## src/rtl/fp_mc_wb_arbiter.sv

```systemverilog
// ---------------------------------------------------------------------------
// fp_mc_wb_arbiter
//
// Writeback arbiter for the multicycle FP units (sqrt, fdiv, ...). Each unit
// raises a one-cycle completion pulse with its result and pipeline bus. The
// pulse is captured into a per-source holding slot. Each enabled cycle one
// valid slot is picked round-robin and written out through a single
// registered writeback port. A unit whose slot is full and not being drained
// this cycle sees its enable low, freezes, and re-presents its result later.
//
// Ports
//   clk          core clock
//   rst          synchronous active-high reset
//   clear        synchronous pipeline flush (empties slots, kills p_out)
//   en           downstream pipeline enable, 0 = stall
//   src_p_i      per-unit result-valid pulse
//   src_result_i per-unit result, source i at [i*DATA_W +: DATA_W]
//   src_bus_i    per-unit bus, source i at [i*BUS_W +: BUS_W]
//   src_en_o     per-unit enable (combinational from en, slots, rr pointer)
//   pending_o    slot i occupied
//   p_out        writeback valid (registered)
//   result_out   writeback result (registered)
//   bus_o        writeback bus (registered)
//   src_id_o     index of the winning source (registered)
// ---------------------------------------------------------------------------
module fp_mc_wb_arbiter #(
    parameter int N_SRC  = 2,
    parameter int DATA_W = 32,
    parameter int BUS_W  = 152
) (
    input  logic                       clk,
    input  logic                       rst,
    input  logic                       clear,
    input  logic                       en,
    input  logic [N_SRC-1:0]           src_p_i,
    input  logic [N_SRC*DATA_W-1:0]    src_result_i,
    input  logic [N_SRC*BUS_W-1:0]     src_bus_i,
    output logic [N_SRC-1:0]           src_en_o,
    output logic [N_SRC-1:0]           pending_o,
    output logic                       p_out,
    output logic [DATA_W-1:0]          result_out,
    output logic [BUS_W-1:0]           bus_o,
    output logic [$clog2(N_SRC)-1:0]   src_id_o
);

    localparam int ID_W  = $clog2(N_SRC);
    localparam int SUM_W = ID_W + 1;
    localparam logic [ID_W-1:0]  LAST_IDX = ID_W'(N_SRC - 1);
    localparam logic [SUM_W-1:0] N_WIDE   = SUM_W'(N_SRC);

    logic [N_SRC-1:0]  slot_v_q, slot_v_d;
    logic [DATA_W-1:0] slot_res_q [N_SRC];
    logic [DATA_W-1:0] slot_res_d [N_SRC];
    logic [BUS_W-1:0]  slot_bus_q [N_SRC];
    logic [BUS_W-1:0]  slot_bus_d [N_SRC];
    logic [ID_W-1:0]   rr_ptr_q, rr_ptr_d;

    logic              p_q, p_d;
    logic [DATA_W-1:0] res_q, res_d;
    logic [BUS_W-1:0]  bus_q, bus_d;
    logic [ID_W-1:0]   id_q, id_d;

    logic [N_SRC-1:0]  grant;
    logic [N_SRC-1:0]  cap;
    logic              grant_any;
    logic [ID_W-1:0]   grant_idx;
    logic [SUM_W-1:0]  scan_idx;

    // Round-robin scan starting at rr_ptr, wrapping modulo N_SRC. Built from
    // registered state only so a unit's p_out can never loop back into its en.
    always_comb begin
        grant     = '0;
        grant_any = 1'b0;
        grant_idx = '0;
        scan_idx  = '0;
        for (int k = 0; k < N_SRC; k++) begin
            scan_idx = {1'b0, rr_ptr_q} + SUM_W'(k);
            if (scan_idx >= N_WIDE) begin
                scan_idx = scan_idx - N_WIDE;
            end
            if (!grant_any && slot_v_q[scan_idx[ID_W-1:0]]) begin
                grant_any = 1'b1;
                grant_idx = scan_idx[ID_W-1:0];
            end
        end
        grant[grant_idx] = grant_any;
    end

    // A unit may present only if its slot is empty or being drained this cycle.
    assign src_en_o = {N_SRC{en}} & (~slot_v_q | grant);
    assign cap      = src_p_i & src_en_o;

    always_comb begin
        slot_v_d   = slot_v_q;
        slot_res_d = slot_res_q;
        slot_bus_d = slot_bus_q;
        rr_ptr_d   = rr_ptr_q;
        p_d        = p_q;
        res_d      = res_q;
        bus_d      = bus_q;
        id_d       = id_q;

        if (clear) begin
            // Captures in the flush cycle are dropped; rr pointer keeps its place.
            slot_v_d = '0;
            p_d      = 1'b0;
        end else if (en) begin
            p_d = grant_any;
            if (grant_any) begin
                res_d    = slot_res_q[grant_idx];
                bus_d    = slot_bus_q[grant_idx];
                id_d     = grant_idx;
                rr_ptr_d = (grant_idx == LAST_IDX) ? '0 : grant_idx + ID_W'(1);
            end
            for (int i = 0; i < N_SRC; i++) begin
                // A capture on the granted slot refills it (back-to-back).
                if (cap[i]) begin
                    slot_v_d[i]   = 1'b1;
                    slot_res_d[i] = src_result_i[i*DATA_W +: DATA_W];
                    slot_bus_d[i] = src_bus_i[i*BUS_W +: BUS_W];
                end else if (grant[i]) begin
                    slot_v_d[i] = 1'b0;
                end
            end
        end
    end

    always_ff @(posedge clk) begin
        if (rst) begin
            slot_v_q <= '0;
            for (int i = 0; i < N_SRC; i++) begin
                slot_res_q[i] <= '0;
                slot_bus_q[i] <= '0;
            end
            rr_ptr_q <= '0;
            p_q      <= 1'b0;
            res_q    <= '0;
            bus_q    <= '0;
            id_q     <= '0;
        end else begin
            slot_v_q   <= slot_v_d;
            slot_res_q <= slot_res_d;
            slot_bus_q <= slot_bus_d;
            rr_ptr_q   <= rr_ptr_d;
            p_q        <= p_d;
            res_q      <= res_d;
            bus_q      <= bus_d;
            id_q       <= id_d;
        end
    end

    assign pending_o  = slot_v_q;
    assign p_out      = p_q;
    assign result_out = res_q;
    assign bus_o      = bus_q;
    assign src_id_o   = id_q;

endmodule
```

## config.mk

```make
export PLATFORM = sky130hd
export DESIGN_NAME = fp_mc_wb_arbiter
export DESIGN_NICKNAME = d
export VERILOG_FILES = /design/src/rtl/fp_mc_wb_arbiter.sv
export SDC_FILE = /design/constraint.sdc
export NUM_CORES = 1
export LEC_CHECK = 0
export BUFFER_PORTS_ARGS = -buffer_cell sky130_fd_sc_hd__buf_2
export CAP_MARGIN = 20
export CORE_MARGIN = 2
export CORE_UTILIZATION = 47
export DETAILED_ROUTE_END_ITERATION = 10
export PLACE_DENSITY = 0.76
export SYNTH_ARGS = -nofsm -noshare
export SYNTH_HDL_FRONTEND = slang
export SYNTH_SLANG_ARGS = --single-unit
```

## constraint.sdc

```tcl
create_clock -name clk -period 2.85 [get_ports clk]
set_clock_uncertainty 0.2 [all_clocks]
set_input_delay 0.1425 -clock clk [delete_from_list [all_inputs] [get_ports clk]]
set_output_delay 0.1425 -clock clk [all_outputs]
set_load 0.03 [all_outputs]
```

==> qor.yml <==
die_h_um: 236
min_to: "slot_bus_q[78]"
hold_path_class: "primary input to register"
critPathLaunchType: "register"
rrSetupSlack_ps: 150
syn_nets: 3087
synth_cell_types: 21
vias: 25400
cp-end-kind: "register"
ys.warnings.count: 0
place_congestion: 0.867
tightest_slew_ps: 708
yosys.area.top_type: "dfxtp_1"
track_usage_pct: 32.4
clockBufferDepth: 3
yosysSeqAreaShare_pct: 44.2
clkTransAtPathRegs_ps: 60
drive_gt1_share_pct: 20.1
ant_nets: 0
relSlewSlack_pct: 51.4
power_mw: 18.4
timing.rr.end: "slot_bus_q[0]"
ir_drop_mv: 0.541
tns_ps: 0
arrival_ps: 3050
hold_viol: 0
fp.coreArea_um2: 52800
setup_viol: 0
multi_input_area_um2: 12900
required_ps: 3200
firstDrtPassIters: 8
crit_type: "register to register"
rr_startpoint: "pending_o[0]"
grt_max_degree: 151
min-delay-start: "src_bus_i[230]"
synth_cells: 2713
io-pin-count: 564
clk_latency_ps: 630
min_path_cells: 4
cts-root-buf: "clkbuf_16"
cts_resized: 0
fillCellCount: 3697
dp.cells: 3736
min_period_ps: 2700
synth.area.top_cells: "dfxtp_1 (44%), nand2b_1 (18%), mux2i_1 (15%)"
fp.dieW_um: 236
dpl.hpwl_um: 49500
gr-total-overflow: 0
slew_violations: 0
cap_violations: 0
drc: 0
nets: 3915
cts_setup_buffers: 0
routed_via_density: 5.93
cp_max_fo: 50
regArea_um2: 11200
async_flop_share_pct: 0
synth_ff_type: "dfxtp_1"
hold_ws_ps: 129
cts_inserted_buffers: 58
start_util_pct: 47.8
clock-sinks: 557
r2r_cells: 6
cts.hold.buffers_added: 433
leakagePower_nw: 13.1
post-route-util_pct: 66.2
syn_to_final_growth_pct: 38.5
syn_area_um2: 25200
post_drt_wl_per_cell_um: 22.1
cts_max_level: 2
cts_tree: "done"
rsz0062_at_grt: "no"
fin_crit_sh_pct: 94.6
wirelength_um: 94500
p_per_area_nw_per_um2: 526
initialDrtViolationCount: 2806
synth_edf_count: 0
synth-seq-cells: 557
io_buffers: 563
synth_top_area_share_pct: 44.2
grt_pass1_wl_um: 145000
dieArea_um2: 55500
avgSynthCellArea_um2: 9.29
outcome: "completed"
grt_antenna_before_repair: 14
grt_pass1_vias: 25700
fmax_ghz: 0.371
num_rows: 84
final_cells: 4280
[cells in the mapped netlist, types with 2 or more instances]
| cell type | count |
|---|---|
| dfxtp_1 | 557 |
| a311oi_1 | 184 |
| nand2_1 | 2 |
| inv_1 | 2 |
| nor2b_1 | 2 |
| nand3_1 | 185 |
| clkbuf_1 | 208 |
| buf_2 | 22 |
| a211oi_1 | 3 |
| buf_4 | 36 |
| o21ai_0 | 187 |
| mux2i_1 | 368 |
| nor2_1 | 3 |
| nand2b_1 | 738 |
| a21oi_1 | 188 |
| buf_1 | 23 |
[cells by family after synthesis]
| kind of cell | share of synthesized area, % |
|---|---|
| compound gates | 14.0 |
| buf+inv | 4.98 |
| flops | 44.2 |
| mux | 14.6 |
| simple gates | 22.2 |
[worst max-delay path by stage]
stage | start | end | slack (ps)
floorplan | pending_o[1] | bus_o[52] | 860
global placement | pending_o[1] | slot_res_q[40] | 750
detailed placement | pending_o[1] | slot_res_q[39] | 680
CTS | pending_o[0] | src_en_o[1] | 180
global route | pending_o[0] | slot_bus_q[0] | 40
finish | pending_o[0] | slot_bus_q[0] | 150
[state kept, by name, indices dropped and copies added (netlist names)]
name and count:
src_id_o 1, result_out 32, p_out 1, slot_bus_q 304
pending_o 2, rr_ptr_q 1, bus_o 152, slot_res_q 64
[through the flow]
step                setup slack (ps)  instance area (µm²)
floorplan                        863                25200
finish                           153                34900
global placement                 751                28600
CTS                              180                34900
global route                    39.7                34900
detailed placement               679                28600
[where the power goes]
part           total (mW)  internal (mW)  switching, mW
Sequential           8.20           8.04          0.162
Clock                7.75           4.51           3.24
Combinational        2.41           1.17           1.24
Total                18.4           13.7           4.64
[layout make-up]
cell class | count | share of cell area [%]
antenna | 11 | 0.0788
clock buffer | 84 | 4.81
clock inverter | 16 | 0.641
inverter | 2 | 0.0287
multi-input combinational | 1865 | 36.8
sequential | 557 | 31.9
tap | 688 | 2.47
timing repair buffer | 1057 | 23.2
[critical path, cell delays in order (launching register included)]
cell and delay, ps:
dfxtp_1 420, nor2b_4 210, a211oi_4 280, buf_12 420, buf_4 320, mux2i_1 210
dlygate4sd3_1 560
[metal layers]
layer | wire, µm | vias to the layer above | track usage, %
met5 | 56 | - | 0
met4 | 6480 | 8 | 19.9
met3 | 8900 | 482 | 8.18
met2 | 44500 | 1646 | 53.9
met1 | 34500 | 12100 | 37.6
li1 | - | 11100 | -
[cells in the final DEF (no fill, tap or decap), drive strengths merged, types with 84 or more instances in the layout]
cell / instances
a21oi: 188
a311oi: 184
buf: 624
clkbuf: 84
dfxtp: 557
dlygate4sd3: 433
mux2i: 368
nand2b: 738
nand3: 185
o21ai: 187
No activity file was read; power rests on OpenSTA's default activity.
